[src/rtl/lieat_clint.sv]
`default_nettype none
// ============================================================================
//  Module   : lieat_clint
//  Brief    : Core-local interruptor with msip/mtimecmp/mtime registers, a
//             prescaled 64-bit mtime counter and a valid/ready register bus.
//  Revision : 1.0
// ============================================================================
module lieat_clint #(
    parameter int XLEN     = 32,
    parameter int TICK_DIV = 1
) (
    input  logic            clock,
    input  logic            reset,
    input  logic            clint_req_valid,
    output logic            clint_req_ready,
    input  logic            clint_req_write,
    input  logic [15:0]     clint_req_addr,
    input  logic [XLEN-1:0] clint_req_wdata,
    output logic            clint_rsp_valid,
    input  logic            clint_rsp_ready,
    output logic [XLEN-1:0] clint_rsp_rdata,
    output logic            clint_rsp_err,
    output logic            time_interrupt,
    output logic            msip_interrupt
);

    localparam logic [15:0] c_TICK_LAST = 16'(TICK_DIV - 1);

    logic [15:0]     r_tick_cnt;
    logic [63:0]     r_mtime;
    logic [63:0]     r_mtimecmp;
    logic            r_msip;
    logic            r_rsp_valid;
    logic [XLEN-1:0] r_rsp_rdata;
    logic            r_rsp_err;
    logic            r_time_irq;
    logic            r_msip_irq;

    logic            w_accept;
    logic            w_wr;
    logic            w_tick;
    logic            w_unmapped;
    logic            w_sel_msip;
    logic            w_sel_cmp_lo;
    logic            w_sel_cmp_hi;
    logic            w_sel_time_lo;
    logic            w_sel_time_hi;
    logic [XLEN-1:0] w_rd_data;
    logic [63:0]     w_mtime_next;

    assign clint_req_ready = !r_rsp_valid || clint_rsp_ready;
    assign w_accept        = clint_req_valid && clint_req_ready;
    assign w_wr            = w_accept && clint_req_write;
    assign w_tick          = (r_tick_cnt == c_TICK_LAST);

    // Address decode; the two byte-offset bits are don't-care.
    always_comb begin
        w_sel_msip    = 1'b0;
        w_sel_cmp_lo  = 1'b0;
        w_sel_cmp_hi  = 1'b0;
        w_sel_time_lo = 1'b0;
        w_sel_time_hi = 1'b0;
        w_unmapped    = 1'b0;
        w_rd_data     = '0;
        casez (clint_req_addr)
            16'b0000_0000_0000_00??: begin
                w_sel_msip = 1'b1;
                w_rd_data  = {{(XLEN-1){1'b0}}, r_msip};
            end
            16'b0100_0000_0000_00??: begin
                w_sel_cmp_lo = 1'b1;
                w_rd_data    = r_mtimecmp[31:0];
            end
            16'b0100_0000_0000_01??: begin
                w_sel_cmp_hi = 1'b1;
                w_rd_data    = r_mtimecmp[63:32];
            end
            16'b1011_1111_1111_10??: begin
                w_sel_time_lo = 1'b1;
                w_rd_data     = r_mtime[31:0];
            end
            16'b1011_1111_1111_11??: begin
                w_sel_time_hi = 1'b1;
                w_rd_data     = r_mtime[63:32];
            end
            default: w_unmapped = 1'b1;
        endcase
    end

    // A software write to either mtime half wins over the prescaled increment.
    always_comb begin
        w_mtime_next = r_mtime;
        if (w_wr && w_sel_time_lo) begin
            w_mtime_next = {r_mtime[63:32], clint_req_wdata};
        end else if (w_wr && w_sel_time_hi) begin
            w_mtime_next = {clint_req_wdata, r_mtime[31:0]};
        end else if (w_tick) begin
            w_mtime_next = r_mtime + 64'd1;
        end
    end

    always_ff @(posedge clock) begin
        if (!reset) begin
            r_tick_cnt  <= 16'd0;
            r_mtime     <= 64'd0;
            r_mtimecmp  <= {64{1'b1}};
            r_msip      <= 1'b0;
            r_rsp_valid <= 1'b0;
            r_rsp_rdata <= '0;
            r_rsp_err   <= 1'b0;
            r_time_irq  <= 1'b0;
            r_msip_irq  <= 1'b0;
        end else begin
            r_tick_cnt <= w_tick ? 16'd0 : r_tick_cnt + 16'd1;
            r_mtime    <= w_mtime_next;

            if (w_wr && w_sel_cmp_lo) begin
                r_mtimecmp[31:0] <= clint_req_wdata;
            end
            if (w_wr && w_sel_cmp_hi) begin
                r_mtimecmp[63:32] <= clint_req_wdata;
            end
            if (w_wr && w_sel_msip) begin
                r_msip <= clint_req_wdata[0];
            end

            // Interrupts follow the register state of the previous cycle.
            r_time_irq <= (r_mtime >= r_mtimecmp);
            r_msip_irq <= r_msip;

            if (w_accept) begin
                r_rsp_valid <= 1'b1;
                r_rsp_rdata <= clint_req_write ? '0 : w_rd_data;
                r_rsp_err   <= w_unmapped;
            end else if (clint_rsp_ready) begin
                r_rsp_valid <= 1'b0;
            end
        end
    end

    assign clint_rsp_valid = r_rsp_valid;
    assign clint_rsp_rdata = r_rsp_rdata;
    assign clint_rsp_err   = r_rsp_err;
    assign time_interrupt  = r_time_irq;
    assign msip_interrupt  = r_msip_irq;

endmodule
`default_nettype wire

[config.mk]
export PLATFORM = sky130hd
export DESIGN_NAME = lieat_clint
export DESIGN_NICKNAME = d
export VERILOG_FILES = /design/src/rtl/lieat_clint.sv
export SDC_FILE = /design/constraint.sdc
export NUM_CORES = 1
export LEC_CHECK = 0
export BUFFER_PORTS_ARGS = -buffer_cell sky130_fd_sc_hd__clkbuf_2
export CAP_MARGIN = 20
export CORE_MARGIN = 2
export CORE_UTILIZATION = 45
export CTS_CLUSTER_DIAMETER = 60
export CTS_CLUSTER_SIZE = 30
export DETAILED_ROUTE_END_ITERATION = 10
export PLACE_DENSITY = 0.64
export SETUP_SLACK_MARGIN = 0.15
export SLEW_MARGIN = 25
export SYNTH_ARGS = -nofsm -noshare
export SYNTH_HDL_FRONTEND = slang
export SYNTH_SLANG_ARGS = --single-unit
[constraint.sdc]
create_clock -name clock -period 2.7 [get_ports clock]
set_input_delay 0 -clock clock [delete_from_list [all_inputs] [get_ports clock]]
set_output_delay 0 -clock clock [all_outputs]
set_load 0.02 [all_outputs]
==> results_dict.tcl <==
set metrics [dict create \
    critPathMaxFanout 5 \
    synth_top_family_by_area "compound AO/OA/AOI/OAI gates" \
    htree_levels 4 \
    wl_um 32600 \
    reg2regPathDepth 9 \
    synth_edf_count 0 \
    drive_gt1_share_pct 16.6 \
    fp-row-count 55 \
    worstHoldEndpoint "r_msip" \
    synthArstFlopShare_pct 0 \
    grt_usage_pct 27.3 \
    grt_first_pass_wirelength_um 52900 \
    core_area_mm2 0.0228 \
    synth_xor_area_share_pct 3.34 \
    rsz0062_at_grt "false" \
    critPathCaptureType "flip-flop" \
    period_share_pct 89.8 \
    top_usage_layer "met2" \
    critPathRequiredTime_ps 3010 \
    clkLatencyLatePin_ps 450 \
    synth_largest_area_cell "dfxtp_1" \
    grt_antenna_before_repair 0 \
    rrSetupSlack_ps 270 \
    synth_seq_area_share_pct 34.6 \
    grt_use_met2_pct 45.4 \
    outcome "complete, no violations" \
    syn_to_final_growth_pct 17.6 \
    place.detailed.hpwl_um 23400 \
    drv_cap 0 \
    hold_class "in2reg" \
    clkSinkCount 181 \
    min_period_ps 2430 \
    cts_tree "built" \
    timing.rr.end "time_interrupt" \
    min_path_cells 4 \
    hold_start "clint_req_addr[2]" \
    yosys_warnings 0 \
    port_buffers 87 \
    netlist_area_mm2 0.0105 \
    pwr_density_cell_mw_per_mm2 445 \
    synth_most_common_cell "dfxtp_1" \
    drt_iter0_drc 1036 \
    drtAntennaViolNets 0 \
    place.gp.congestion 0.976 \
    drcViolationCount 0 \
    ys_ff_latch 181 \
    antennaDiodeCount 0 \
    relSlewSlack_pct 53.5 \
    grt_pass1_vias 9707 \
    clockBufferDepth 2 \
    fin_cells 1685 \
    grt.met1_usage_pct 36.6 \
    grt_overflow_total 0 \
    synth_compound_area_share_pct 22.3 \
    viasPerCell 6.01 \
    num_io_pins 90 \
    drv_slew 0 \
    finalSetupTns_ps 0 \
    max_freq_mhz 412 \
    synthesis.nets 1368 \
    die_w_um 157 \
    synth_mux_area_share_pct 4.29 \
    detail_route.wl_per_cell_um 19.3 \
    timing.rr.start "r_mtime[0]" \
    synth_area_leaders "dfxtp_1, ha_1, nand2_1" \
    fin_util_pct 54.1 \
    placed_cells 1615 \
    power.leakage_uw 0.00524 \
    clock-root-buffer "clkbuf_16" \
    setup_viol 0 \
    start_util_pct 46.0 \
    finalPower_uw 5490 \
    yosysTopAreaCellShare_pct 34.6 \
    worst_pin_slew_ps 690 \
    netlist_instances 1248 \
    die_h_um 157 \
    arrival_ps 2740 \
    hold_viol_final 0 \
    yosys.cell_types.count 79 \
    vdd_drop_max_uv 306 \
    critical_path_class "reg2reg" \
    ys.flop_type "dfxtp_1" \
    dieArea_mm2 0.0245 \
    fin_worst_skew_ps 10.0 \
    netlist_top_cells_count "dfxtp_1, nand2_1, inv_1" \
    grt_max_degree 52 \
    numCtsBuffers 17 \
    grt.met3_usage_pct 3.74 \
    worstSetupStartpointType "flip-flop" \
    yosys.area_share.simple_pct 21.3 \
    fin_nets 1479 \
    vias 10100 \
    firstDrtPassIters 6 \
    synthAdderAreaFrac_pct 8.00 \
    syn_area_per_cell_um2 8.40 \
    path_clk_slew_ps 70 \
]
[cell usage in the layout, fill, tap and decap left out, drive strengths merged, types with 12 or more instances in the layout]
| cell type | netlist | routed |
|---|---|---|
| inv | 79 | 83 |
| xnor2 | 12 | 12 |
| a222oi | 31 | 31 |
| nand2 | 152 | 152 |
| buf | 28 | 50 |
| nor2 | 60 | 60 |
| dfxtp | 181 | 181 |
| and3 | 16 | 16 |
| ha | 67 | 67 |
| and2 | 13 | 13 |
| a211oi | 13 | 13 |
| o211ai | 74 | 74 |
| dlygate4sd3 | 0 | 36 |
| nor3 | 15 | 15 |
| xor2 | 28 | 28 |
| nand4 | 43 | 43 |
| and4 | 17 | 17 |
| nand3 | 49 | 49 |
| clkbuf | 52 | 105 |
| o21ai | 81 | 81 |
| mux2 | 31 | 31 |
| a21oi | 72 | 72 |
| nor4 | 21 | 21 |
[where the power goes]
group	internal [µW]	switching (µW)	leakage [µW]
Sequential	2670	6.72	0.00146
Clock	1380	1180	0.000271
Combinational	97.6	152	0.00351
Total	4150	1340	0.00524
[cell type report]
class	instances	area (µm²)
inverters	80	300
clock inverters	13	148
repair buffers	172	1190
clock buffers	19	433
well taps	313	392
fillers	2138	10400
flip-flops and latches	181	3620
multi-input cells	907	6240
[worst max-delay path, cell delays in order, from the launching register on]
cell	delay [ps]
dfxtp_1	420
inv_1	70
ha_1	280
nand2b_1	140
a2111oi_0	430
a2111oi_0	130
buf_4	160
or3_1	370
a31oi_1	210
o41ai_1	100
[timing repair]
action                                 in CTS  in global routing
hold buffers                               36                  0
setup endpoints to repair                   0                  5
setup buffers                               0                  2
gates resized for setup                     0                  1
endpoints found under the hold margin     128                  0
[registers in the layout, summed over array words and instances, names as in the netlist, 16 cells and up]
signal,count
r_mtimecmp,64
r_mtime,64
r_tick_cnt,16
clint_rsp_rdata,32
[cell families (layout without fill, tap and decap cells)]
kind of cell	after synthesis	after routing
AOI/OAI and AO/OA	342	342
xor gates and xnor gates	40	40
adders and majority gates	67	67
buffers and inverters	160	284
DFF	181	181
muxes	41	41
and+or+nand+nor	417	417
[worst max-delay path by stage]
stage	end	slack, ps	cells after the start	from
final	time_interrupt	270	9	r_mtime[0]
after global routing	time_interrupt	150	9	r_mtime[0]
after floorplan	r_mtime[29]	550	8	clint_rsp_valid
after CTS	r_mtime[30]	230	8	clint_req_addr[14]
after global placement	r_mtime[20]	400	7	clint_req_addr[14]
after detailed placement	time_interrupt	300	9	r_mtime[0]
[stage by stage]
step	cell area, µm²	hold WS (ps)	setup WS (ps)
after detailed placement	11400	295	295
after global routing	12300	27.9	153
final	12300	20.0	275
after floorplan	10500	129	545
after global placement	11400	291	403
after CTS	12300	14.3	225
[metal layers]
layer  part of all wire, %  vias to the layer above
met2                    47                      336
li1                      -                     4890
met4                   2.3                        0
met1                    45                     4860
met3                   5.4                       44
met5                     0                        -
Power figures use the tool's default switching activity.
